<file path="config.mk">
export PLATFORM = sky130hd
export DESIGN_NAME = instr_exec
export DESIGN_NICKNAME = d
export VERILOG_FILES = /design/src/rtl/instr_exec.sv
export SDC_FILE = /design/constraint.sdc
export NUM_CORES = 1
export LEC_CHECK = 0
export BUFFER_PORTS_ARGS = -buffer_cell sky130_fd_sc_hd__buf_2
export CORE_MARGIN = 8
export CORE_UTILIZATION = 57
export CTS_CLUSTER_SIZE = 16
export DETAILED_ROUTE_END_ITERATION = 7
export MAX_ROUTING_LAYER = met4
export PLACE_DENSITY = 0.78
export SLEW_MARGIN = 20
export SYNTH_ARGS = -nofsm -noshare
export SYNTH_HDL_FRONTEND = slang
export SYNTH_SLANG_ARGS = --single-unit
</file>
<file path="constraint.sdc">
create_clock -name clk -period 7.71 [get_ports clk]
set_input_delay 0.3855 -clock clk [delete_from_list [all_inputs] [get_ports clk]]
set_output_delay 0.3855 -clock clk [all_outputs]
set_load 0.01 [all_outputs]
</file>
<file path="src/rtl/instr_exec.sv">
// Multi-cycle instruction executor: accepts one instruction at a time, reads operands,
// and produces either a register write-back, a branch pulse, or nothing.
module instr_exec #(
  parameter int unsigned M = 32,
  parameter int unsigned N = 8,
  localparam int unsigned AddrSz = $clog2(M),
  localparam int unsigned IW = 4 + 2 * AddrSz + N
) (
  input  logic              clk,
  input  logic              reset,
  input  logic              instr_valid,
  input  logic [IW-1:0]     instr,
  output logic              instr_ready,
  output logic [AddrSz-1:0] Rd,
  output logic [AddrSz-1:0] Rs,
  input  logic [N-1:0]      Rd_data,
  input  logic [N-1:0]      Rs_data,
  output logic [N-1:0]      Wdata,
  output logic              w_enable,
  output logic              branch_taken,
  output logic [N-1:0]      branch_offset
);

  localparam int unsigned CntW = $clog2(N + 1);
  localparam logic [3:0] OP_ADD  = 4'd1;
  localparam logic [3:0] OP_ADDI = 4'd2;
  localparam logic [3:0] OP_SUB  = 4'd3;
  localparam logic [3:0] OP_MULI = 4'd4;
  localparam logic [3:0] OP_BEQ  = 4'd5;

  typedef enum logic [1:0] {IDLE, EXEC, MUL, WB} state_t;

  state_t          state;
  logic [IW-1:0]   instr_q;
  logic [N-1:0]    mplier;
  logic [2*N-1:0]  mcand;
  logic [2*N-1:0]  acc;
  logic [CntW-1:0] cnt;

  logic [3:0]      op;
  logic [N-1:0]    imm;
  logic [2*N-1:0]  acc_next;

  assign op       = instr_q[IW-1 -: 4];
  assign imm      = instr_q[N-1:0];
  // One shift-add step: add the shifted multiplicand when the current multiplier bit is set
  assign acc_next = acc + (mplier[0] ? mcand : '0);

  always_ff @(posedge clk or posedge reset) begin
    if (reset) begin
      state         <= IDLE;
      instr_q       <= '0;
      mplier        <= '0;
      mcand         <= '0;
      acc           <= '0;
      cnt           <= '0;
      instr_ready   <= 1'b1;
      Rd            <= '0;
      Rs            <= '0;
      Wdata         <= '0;
      w_enable      <= 1'b0;
      branch_taken  <= 1'b0;
      branch_offset <= '0;
    end else begin
      w_enable     <= 1'b0;
      branch_taken <= 1'b0;
      case (state)
        IDLE: begin
          if (instr_valid) begin
            instr_q     <= instr;
            Rd          <= instr[N+AddrSz +: AddrSz];
            Rs          <= instr[N +: AddrSz];
            instr_ready <= 1'b0;
            state       <= EXEC;
          end
        end
        EXEC: begin
          case (op)
            OP_ADD: begin
              Wdata    <= Rd_data + Rs_data;
              w_enable <= 1'b1;
              state    <= WB;
            end
            OP_ADDI: begin
              Wdata    <= Rs_data + imm;
              w_enable <= 1'b1;
              state    <= WB;
            end
            OP_SUB: begin
              Wdata    <= Rd_data - Rs_data;
              w_enable <= 1'b1;
              state    <= WB;
            end
            OP_MULI: begin
              mcand  <= {N'(0), Rs_data};
              mplier <= imm;
              acc    <= '0;
              cnt    <= '0;
              state  <= MUL;
            end
            OP_BEQ: begin
              if (Rd_data == Rs_data) begin
                branch_taken  <= 1'b1;
                branch_offset <= imm;
              end
              state <= WB;
            end
            default: begin
              instr_ready <= 1'b1;
              state       <= IDLE;
            end
          endcase
        end
        MUL: begin
          acc    <= acc_next;
          mcand  <= mcand << 1;
          mplier <= mplier >> 1;
          cnt    <= cnt + CntW'(1);
          // Final step writes the upper half of the product straight from the adder
          if (cnt == CntW'(N - 1)) begin
            Wdata    <= acc_next[2*N-1:N];
            w_enable <= 1'b1;
            state    <= WB;
          end
        end
        WB: begin
          instr_ready <= 1'b1;
          state       <= IDLE;
        end
        default: begin
          instr_ready <= 1'b1;
          state       <= IDLE;
        end
      endcase
    end
  end

endmodule

</file>
# ---- After elaboration in Yosys (flattened, before gate mapping)
# Cells that the tools add are included.
dict set report classes {
  add_sub_neg 5
  eq_ne 15
  n_mux 25
  n_reduce_logical 12
}
# op n
set op_table {}
lappend op_table {{$pmux W16 S2} 2}
lappend op_table {{$mux W16} 3}
lappend op_table {{$pmux W8 S2} 2}
lappend op_table {{$pmux W8 S3} 1}
lappend op_table {{$add A16 B16 Y16} 1}
lappend op_table {{$add A8 B8 Y8} 2}
lappend op_table {{$mux W8} 2}
lappend op_table {{$eq A4 B3 Y1 const B} 3}
lappend op_table {{$reduce_and A3 Y1} 3}
lappend op_table {{$eq A4 B2 Y1 const B} 2}
lappend op_table {{$eq A8 B8 Y1} 1}
lappend op_table {{$pmux W2 S4} 1}
lappend op_table {{$pmux W4 S2} 1}
lappend op_table {{$sub A8 B8 Y8} 1}
lappend op_table {{$mux W1} 7}
lappend op_table {{$ne A2 B2 Y1 const B} 3}
lappend op_table {{$reduce_and A2 Y1} 3}
lappend op_table {{$reduce_or A5 Y1} 1}
lappend op_table {{$add A4 B1 Y4 const B} 1}
lappend op_table {{$eq A2 B2 Y1 const B} 2}
lappend op_table {{$eq A4 B1 Y1 const B} 1}
lappend op_table {{$mux W2} 2}
lappend op_table {{$mux W4} 1}
lappend op_table {{$ne A4 B1 Y1 const B} 1}
lappend op_table {{other kinds (10)} 10}
dict set report word_totals {
  reg_bits 97
  inputBits 41
  out_inout_bits 29
  word_cells 70
}

# ---- Depth between registers and ports, before layout
# Gate-level depths: netlist (run 1).
dict set report logic_depth {
  depth_word 4
  mapped_depth 13
  depth_no_buf 12
}

# ---- Least setup slack after synthesis (run 1)
# OpenSTA, ideal clock, no wires.
dict set report synth_timing {
  path_kind {register -> register}
  startpoint {register instr_q[18]}
  endpoint {register Wdata[7]}
  setup_ns 0.147
  arrival_time_ns 2.798
  setup_slack_ns 4.765
  path_stages_with_launch 11
  n_path_buf 1
  period_less_slack_ns 2.945
  cell_sequence {dfrtp_1 -> buf_6 -> nor4b_4 -> mux2_2 -> ha_1 -> or4_1 -> o22ai_1 -> xnor2_1 -> nor2_1 -> a2111oi_2 -> a311oi_1}
}
dict set report synth_via {
  elab_chain_cells 3
  elab_cells_between_ends 7
}
# item line_no
set synth_rtl {}
lappend synth_rtl {{start, declared} 34} ;# logic [IW-1:0] instr_q;
lappend synth_rtl {{start signal, assigned} 70} ;# instr_q <= instr;
lappend synth_rtl {{$eq A4 B2 Y1 or $eq A4 B1 Y1 (tied branches)} 78} ;# case (op)
lappend synth_rtl {{$pmux W8 S3 or $ne A4 B1 Y1 (tied branches)} n/a}
lappend synth_rtl {{$pmux W8 S2 or $reduce_and A3 Y1 (tied branches)} n/a}
lappend synth_rtl {{end signal, assigned} 80} ;# Wdata <= Rd_data + Rs_data;
lappend synth_rtl {{end signal, assigned} 85} ;# Wdata <= Rs_data + imm;
lappend synth_rtl {{end signal, assigned} 90} ;# Wdata <= Rd_data - Rs_data;
lappend synth_rtl {{end, declared} 18} ;# output logic [N-1:0] Wdata,
# Parallel ways exist; a longest one is shown, timed or not.
# A chain may end at the register's enable or synchronous reset.

# ---- Final worst setup path (run 1)
# Ends and elaborated chain as after synthesis.

==> results of run 1 <==
registers in the layout (all words and copies together) (netlist names), named ones only:
signal         count
acc               16
mcand             16
instr_q           14
Wdata              8
branch_offset      8
mplier             8
Rd                 4
Rs                 4
cnt                4
branch_taken       1
instr_ready        1
state              1
w_enable           1
worst max-delay path, delay by kind of cell, from the launching register on:
| kind | cells | cell delay (ps) |
|---|---|---|
| xor+xnor | 1 | 160 |
| flops | 1 | 500 |
| compound gates | 3 | 630 |
| simple gates | 3 | 1250 |
| mux | 1 | 420 |
| fa+ha+maj | 1 | 220 |
synthesized netlist by cell type (4+ instances only):
master    instances  share of area
dfrtp_1          86           0.41
nand2_1          67          0.048
mux2_2           38          0.081
o21ai_0          38          0.036
ha_1             36          0.086
nor2_1           33          0.024
a21oi_1          29          0.028
inv_1            21          0.015
and2_1           16          0.019
clkbuf_1         15          0.011
mux2i_1          15          0.029
nand3_1          15          0.014
xnor2_1          14          0.023
buf_4            12          0.017
a21o_1           10          0.014
xor2_1            9          0.015
a211oi_1          8          0.011
o21ai_1           7         0.0067
o21bai_1          6         0.0086
a22o_1            5         0.0083
a31oi_1           5         0.0059
nor3_1            5         0.0048
o22ai_1           5         0.0059
and3_1            4         0.0048
nand2b_1          4         0.0048
report_power, final:
| part | switching, mW | internal [mW] | total (mW) |
|---|---|---|---|
| Clock | 0.166 | 0.150 | 0.316 |
| Sequential | 0.131 | 0.611 | 0.741 |
| Combinational | 0.506 | 0.375 | 0.881 |
| Total | 0.802 | 1.14 | 1.94 |
cell type report:
type / instances / area [sq um]
repair buffers: 73 / 379.1
inverters: 22 / 83.83
fillers: 763 / 3311
well taps: 111 / 138.9
multi-input cells: 401 / 2828
clock buffers: 11 / 131.4
clock inverters: 5 / 58.81
flip-flops and latches: 87 / 2178
cells by family after synthesis:
kind of cell    count (synthesis)  share of synthesized area
flops                          87                     0.4143
fa+ha+maj                      39                    0.09710
buf+inv                        53                    0.04783
simple gates                  158                     0.1428
xor+xnor                       23                    0.03832
compound gates                128                     0.1497
mux                            53                     0.1099
through the flow:
step	cell area, sq um	instances	power, mW	worst slack [ps]
4_1_cts	5794	710	1.950	4408
3_3_place_gp	5604	694	1.597	4490
5_1_grt	5798	710	2.089	4162
3_5_place_dp	5604	694	1.633	4421
2_1_floorplan	5258	541	1.424	4765
6_report	5798	710	1.938	4388
metal layers:
layer	vias up	routed length, microns	GRT usage
li1	1989	-	-
met1	1992	5530	0.2560
met2	123	5824	0.3300
met3	27	485	0.02952
met4	0	312	0.08273
met5	-	0	-
worst paths after layout:
path	cells past startpoint	to	slack, ps
max	9	Wdata[7]	4390
min	3	branch_offset[6]	190
max reg2reg	9	Wdata[7]	4390
min reg2reg	2	acc[0]	480
max in group asynchronous	3	mplier[2]	6920
min in group clk	2	Rs[3]	260
==> run_results.csv, run 1 <==
group,metric,value,unit
setup_path,startpoint,"instr_q[18]",
setup_path,slowest_stage,"nor4b_4",
timing,post-route-period-util,0.4309,
clock_network,cts_resized,0,
clock_network,htreeDepth,3,
pwr,total_leakage_power,2.824,nW
timing,rsz0062_at_grt,"no",
timing,whs,191.8,ps
grt,grt_max_degree,88,
setup_path,cp_slowest_stage_delay,660,ps
setup_path,critical_path.cell_chain,"nor4b_4, mux2_2, ha_1, or4_1, o22ai_1, xnor2_1, nor2_1, a2111oi_2, a311oi_1",
grt,grt_pass1_vias,4318,
setup_path,path_max_fanout,10,
clock_network,cts_hold_buf,0,
timing,fin_setup_tns,0,ps
worst_hold_path,hold_path_class,"in2async",
yosys,yosysSeqAreaShare,0.4143,
timing,clock_skew,12.00,ps
placement,portBuffers,69,
routing,antenna_left,0,
yosys,syn_inst,541,
routing,via_per_inst,5.818,
timing,maxSlewViolCount,0,
clock_network,root_buffer,"clkbuf_8",
clock_network,clk_latency,350,ps
flow_run,maxCapViolCount,0,
cells_and_area,drive_above_1_share,0.2170,
setup_path,cp-end-kind,"register",
timing,worstMarginPinSlew,939.3,ps
pwr,max-vdd-ir-drop,0.2133,mV
yosys,syn_nets,621,
grt,overflow,0,
cells_and_area,antenna_cells,0,
pwr,powerDensity,334.3,nW/um^2
timing,fin_crit,3322,ps
die,die_x,112.0,microns
timing,hold_viol_final,0,
routing,first_iter_violations,199,
timing,slew_headroom,0.3723,
die,coreArea,9109,sq um
grt,grt_pass1_wl,20440,microns
placement,dp_hpwl,9104,microns
routing,vias,4131,
die,fp.dieArea,12550,sq um
yosys,synth_edf_count,0,
routing,drc,0,
cells_and_area,nNetsFinal,674,
clock_network,clockBufferDepth,2,
setup_path,path_class,"reg2reg",
grt,antenna_found_initial,0,
clock_network,post_cts_buffers,0,
setup_path,crit_arrival,3530,ps
clock_network,cts_inserted_buffers,9,
die,start_util,0.5772,
routing,first_pass_iters,4,
yosys,synth-seq-cells,87,
clock_network,cts_sinks,87,
yosys,avgSynthCellArea,9.718,sq um
routing,wirelength,12150,microns
cells_and_area,fin_util,0.6365,
yosys,async_flop_share,1.000,
die,io_pins,70,
cells_and_area,area_delta_synth_final,10.28,%
routing,wl_per_cell,17.12,microns
setup_path,cp-start-kind,"register",
clock_network,clkTransAtPathRegs,90,ps
outcome,status,"finished, final reports clean",
cells_and_area,final_common_cell,"dfrtp_1",
timing,fmax,301.0,MHz
die,die_y,112.0,microns
placement,place.gp.congestion,0.9070,
yosys,syn_area,5258,sq um
grt,grt_util_all_layers,0.2049,
die,row_count,35,
yosys,ys_types,50,
cells_and_area,final_cell_mix,"dfrtp_1 (86), buf_2 (69), nand2_1 (67)",
setup_path,cp.required,7920,ps
yosys,yosys_warnings,0,
setup_path,r2r_start,"instr_q[18]",
clock_network,cts_tree,"done",
yosys,synthFlopType,"dfrtp_1",
timing,setup_viol,0,
No activity file was read; power rests on OpenSTA's default activity.
==> run 2: changes to the inputs <==
--- a/config.mk
+++ b/config.mk
@@ -7,11 +7,11 @@
 export LEC_CHECK = 0
 export BUFFER_PORTS_ARGS = -buffer_cell sky130_fd_sc_hd__buf_2
 export CORE_MARGIN = 8
-export CORE_UTILIZATION = 57
+export CORE_UTILIZATION = 53
 export CTS_CLUSTER_SIZE = 16
 export DETAILED_ROUTE_END_ITERATION = 7
 export MAX_ROUTING_LAYER = met4
-export PLACE_DENSITY = 0.78
+export PLACE_DENSITY = 0.76
 export SLEW_MARGIN = 20
 export SYNTH_ARGS = -nofsm -noshare
 export SYNTH_HDL_FRONTEND = slang
==> constraint.sdc (replaced) <==
create_clock -name clk -period 2.9 [get_ports clk]
set_input_delay 0.145 -clock clk [delete_from_list [all_inputs] [get_ports clk]]
set_output_delay 0.145 -clock clk [all_outputs]
set_load 0.01 [all_outputs]
==> run 2 against run 1 <==
Against the previous run: die area is 6.5% higher; global-route usage shrank 0.22 points; clock-buffer cell count rose by 1; clock power rose by 140%; power rose to 2.7 times the previous value; critical path type unchanged; non-clock buffer count increased by 19.
==> run_results.csv, run 2 (synthesis gave the netlist of run 1 again) <==
group,metric,value,unit
outcome,status,"finished, final reports clean",
placement,dp_hpwl,9552,microns
die,start_util,0.5429,
routing,drc,0,
setup_path,path_class,"reg2reg",
timing,rsz0062_at_grt,"yes",
setup_path,crit_buf_inv,2,
cells_and_area,fin_util,0.6258,
die,fp.dieArea,13360,sq um
placement,place.gp.congestion,0.9557,
grt,antenna_found_initial,0,
timing,fin_ws,32.21,ps
timing,worstMarginPinSlew,931.3,ps
clock_network,root_buffer,"clkbuf_8",
routing,antenna_left,0,
timing,whs,14.26,ps
cells_and_area,nNetsFinal,693,
grt,grt_util_all_layers,0.2027,
timing,slew_headroom,0.3776,
placement,portBuffers,69,
die,row_count,36,
placement,postPlaceCellArea,5796,sq um
worst_hold_path,hold_path_class,"in2reg",
setup_path,critPathTopFamily,"simple AND/OR/NAND/NOR gates",
clock_network,clkTransAtPathRegs,90,ps
timing,post-route-period-util,0.9889,
routing,via_per_inst,5.545,
routing,first_iter_violations,174,
setup_path,cp-start-kind,"register",
grt,grt_max_degree,48,
die,coreArea,9684,sq um
routing,first_pass_iters,4,
clock_network,cts_sinks,87,
clock_network,cts_inserted_buffers,9,
cells_and_area,stdcell_count,750,
setup_path,slowest_stage,"or4_4",
timing,fin_crit,2868,ps
clock_network,cts_tree,"done",
cells_and_area,largestRegisters,"acc (16), mcand (16), instr_q (14)",
pwr,max-vdd-ir-drop,0.6197,mV
routing,wl_per_cell,16.74,microns
cells_and_area,final_common_cell,"dfrtp_1",
flow_run,maxCapViolCount,0,
placement,dp_cells,731,
die,io_pins,70,
setup_path,cp.required,3110,ps
timing,setup_viol,0,
cells_and_area,area_delta_synth_final,15.28,%
die,die_x,115.6,microns
grt,grt_pass1_wl,21000,microns
grt,grt_pass1_vias,4437,
timing,fmax,348.7,MHz
timing,hold_viol_final,0,
setup_path,cp-end-kind,"register",
die,die_y,115.6,microns
setup_path,cp_slowest_stage_delay,500,ps
placement,dp_slack,-30.75,ps
pwr,power,5.284,mW
cells_and_area,final_cell_mix,"dfrtp_1 (85), buf_2 (69), nand2_1 (67)",
timing,clock_skew,9.575,ps
pwr,total_leakage_power,2.929,nW
cells_and_area,antenna_cells,0,
cells_and_area,stdcell_area,6061,sq um
setup_path,path_max_fanout,4,
clock_network,clk_latency,360,ps
pwr,powerDensity,871.9,nW/um^2
timing,maxSlewViolCount,0,
setup_path,critical_path.cell_chain,"nor4b_4, buf_4, clkbuf_16, mux2_4, ha_4, or4_4, o22ai_2, xnor2_1, nor2_1, a2111oi_2, a311oi_1",
cells_and_area,drive_above_1_share,0.2545,
timing,fin_setup_tns,0,ps
clock_network,htreeDepth,3,
routing,vias,4159,
clock_network,clockBufferDepth,2,
setup_path,crit_arrival,3080,ps
cells_and_area,fillers,824,
routing,wirelength,12550,microns
grt,overflow,0,
==> run 2: layout make-up <==
type                            count  area, sq um  area share
Multi-Input combinational cell    401         2890      0.4769
Sequential cell                    87         2180      0.3596
Timing Repair Buffer               92        575.6     0.09496
Tap cell                          133        166.4     0.02746
Clock buffer                       12        145.1     0.02395
Inverter                           22        83.83     0.01383
Clock inverter                      3        20.02    0.003303
==> run 2: final timing paths <==
path                        startpoint    endpoint  slack [ps]  depth (start not counted)
min in group asynchronous        reset      acc[0]         430                          3
max                        instr_q[18]    Wdata[7]          30                         11
max reg2reg                instr_q[18]    Wdata[7]          30                         11
min reg2reg                  mcand[15]   mcand[15]         480                          2
max in group asynchronous        reset   mplier[0]        1770                          4
min                           instr[6]  instr_q[6]          10                          2
==> run 2: layer usage <==
metal / up-vias / wire length, microns / global-route usage
li1: 2033 / - / -
met1: 2017 / 5625 / 0.2481
met2: 85 / 6272 / 0.3360
met3: 24 / 405 / 0.02814
met4: 0 / 251 / 0.07180
met5: - / 0 / -
==> run 2: what timing repair did <==
| item | CTS | global route |
|---|---|---|
| setup buffers | 0 | 2 |
| cloned | 0 | 1 |
| hold buffers | 1 | 0 |
| gates resized for setup | 1 | 11 |
| pin swaps | 0 | 12 |
| setup endpoints to repair | 1 | 4 |
| hold endpoints to repair | 40 | 0 |
==> run 2: worst register-to-register path, cell delays in order, from the launching register on <==
cell,delay (ps)
dfrtp_1,410
nor4b_4,370
buf_4,190
clkbuf_16,130
mux2_4,300
ha_4,160
or4_4,500
o22ai_2,140
xnor2_1,150
nor2_1,80
a2111oi_2,220
a311oi_1,70
==> run 2: report_power, final <==
part	switching (mW)	internal [mW]
clock network	0.417	0.330
logic	1.44	1.16
registers	0.309	1.63
==> run 3: changes to the inputs <==
--- a/config.mk
+++ b/config.mk
@@ -12,6 +12,7 @@
 export DETAILED_ROUTE_END_ITERATION = 7
 export MAX_ROUTING_LAYER = met4
 export PLACE_DENSITY = 0.76
+export SETUP_SLACK_MARGIN = 0.3
 export SLEW_MARGIN = 20
 export SYNTH_ARGS = -nofsm -noshare
 export SYNTH_HDL_FRONTEND = slang
==> run 3 against run 2 <==
Against the previous run: first-iteration DRC count grew 10%; critical path type unchanged; clock-buffer cell count shrank 2; register-to-register slack gained 80 ps; critical endpoint is now Wdata[6]; utilization grew 3.8 points; largest cell class unchanged; sequential share of layout area shrank 2.1 points; die area is the same; clock skew grew 2.4 ps.
==> run_results.csv, run 3 (synthesis gave the netlist of run 1 again) <==
group,metric,value,unit
grt,grt_pass1_vias,4619,
routing,vias,4318,
die,die_x,115.6,microns
timing,hold_viol_final,0,
cells_and_area,stdcell_area,6427,sq um
clock_network,cts_inserted_buffers,9,
grt,grt_util_all_layers,0.2285,
cells_and_area,stdcell_count,775,
cells_and_area,antenna_cells,0,
routing,via_per_inst,5.572,
die,row_count,36,
timing,setup_viol,0,
die,coreArea,9684,sq um
clock_network,clk_latency,390,ps
setup_path,r2r_start,"instr_q[21]",
setup_path,cp-start-kind,"register",
worst_hold_path,hold_path_class,"in2reg",
pwr,pwr-share-clk,0.162,
pwr,switching_power,2.383,mW
setup_path,rr_worst_depth,11,
cells_and_area,drive_above_1_share,0.2866,
timing,fin_ws,112.5,ps
setup_path,cp.required,3150,ps
cells_and_area,final_cell_mix,"dfrtp_1 (85), buf_2 (69), nand2_1 (66)",
timing,clock_skew,12.01,ps
cells_and_area,largestRegisters,"acc (16), mcand (16), instr_q (14)",
timing,maxSlewViolCount,0,
setup_path,path_max_fanout,9,
pwr,combinationalPowerShare,0.495,
timing,post-route-period-util,0.9612,
flow_run,maxCapViolCount,0,
clock_network,clkTransAtPathRegs,80,ps
routing,wirelength,13890,microns
setup_path,r2r_end,"Wdata[6]",
placement,place.gp.congestion,0.9121,
setup_path,crit_path_end,"Wdata[6]",
timing,whs,8.665,ps
die,die_y,115.6,microns
cells_and_area,area_delta_synth_final,22.25,%
placement,dp_cells,730,
cells_and_area,nNetsFinal,717,
clock_network,root_buffer,"clkbuf_8",
placement,dp_slack,78.26,ps
timing,fin_setup_tns,0,ps
clock_network,htreeDepth,3,
timing,fin_crit,2788,ps
routing,first_pass_iters,5,
routing,first_iter_violations,192,
clock_network,cts_tree,"done",
cells_and_area,fin_util,0.6637,
timing,slew_headroom,0.3376,
setup_path,path_class,"reg2reg",
grt,grt_max_degree,44,
routing,wl_per_cell,17.93,microns
setup_path,cp-end-kind,"register",
die,start_util,0.5429,
timing,worstMarginPinSlew,991.1,ps
clock_network,cts_sinks,87,
placement,portBuffers,69,
timing,rsz0062_at_grt,"yes",
die,fp.dieArea,13360,sq um
routing,antenna_left,0,
pwr,powerDensity,879.5,nW/um^2
die,io_pins,70,
outcome,status,"finished, final reports clean",
pwr,power,5.653,mW
setup_path,startpoint,"instr_q[21]",
routing,drc,0,
pwr,internal_power,3.269,mW
setup_path,reg2reg_slack,110,ps
pwr,total_leakage_power,3.069,nW
placement,dp_hpwl,9932,microns
clock_network,clockBufferDepth,2,
placement,postPlaceCellArea,5778,sq um
setup_path,crit_arrival,3030,ps
grt,overflow,0,
timing,fmax,358.7,MHz
cells_and_area,fillers,763,
grt,grt_pass1_wl,23140,microns
pwr,seqPwrFrac,0.344,
pwr,swShare,0.4216,
grt,antenna_found_initial,0,
cells_and_area,final_common_cell,"dfrtp_1",
pwr,max-vdd-ir-drop,0.5336,mV
## run 3: changes by cell type in the layout (fill, tap and decap cells not counted), sizes merged
| cell | change |
|---|---|
| buf | +4 |
| bufinv | +1 |
| clkbuf | -3 |
| clkinv | +1 |
| clkinvlp | -2 |
| dlygate4sd3 | +21 |
| inv | +3 |
## run 3: worst max-delay path: stages, from the launching register on
cell and delay [ps]:
dfrtp_1 420, nor4b_4 320, buf_6 190, mux2_4 330
fa_2 380, a21o_1 180, a21oi_2 180, o21bai_1 80
a21oi_1 180, xnor2_1 100, a22oi_1 180, a31oi_1 120
## run 3: power by group through the flow
| stage | sequential [mW] | combinational (mW) | clock, mW |
|---|---|---|---|
| after global placement | 1.94 | 2.48 | 0 |
| after detailed placement | 1.96 | 2.58 | 0 |
| final | 1.94 | 2.80 | 0.913 |
| after global routing | 1.99 | 3.11 | 0.975 |
| after floorplan | 1.90 | 1.92 | 0 |
| after CTS | 1.93 | 2.67 | 0.930 |
## run 3: timing repair
| item | CTS | global route |
|---|---|---|
| gates cloned | 0 | 0 |
| endpoints found under the setup margin | 13 | 26 |
| hold buffers | 22 | 0 |
| gates resized for setup | 6 | 29 |
| setup buffers | 4 | 3 |
| endpoints found under the hold margin | 46 | 0 |
| pin swaps | 3 | 15 |
## run 3: worst min-delay path by stage
| stage | startpoint | endpoint | depth (start not counted) |
|---|---|---|---|
| global placement | reset | mcand[13] | 2 |
| CTS | instr[0] | instr_q[0] | 2 |
| global route | instr[0] | instr_q[0] | 2 |
| finish | instr[0] | instr_q[0] | 2 |
| floorplan | Rs_data[0] | mcand[0] | 1 |
| detailed placement | reset | mcand[13] | 2 |
## run 3: cell type report
class	count	area [sq um]	share of cell area
Tap cell	133	166.4	0.02589
Sequential cell	87	2180	0.3391
Clock buffer	10	137.6	0.02141
Timing Repair Buffer	116	757.0	0.1178
Multi-Input combinational cell	401	3029	0.4713
Clock inverter	6	73.82	0.01149
Inverter	22	83.83	0.01304
## run 3: routing by layer
metal  GRT usage  part of all wire
met3     0.05055             0.037
met1      0.2663              0.43
met2      0.3853              0.51
met4     0.07093             0.022
met5           -                 0
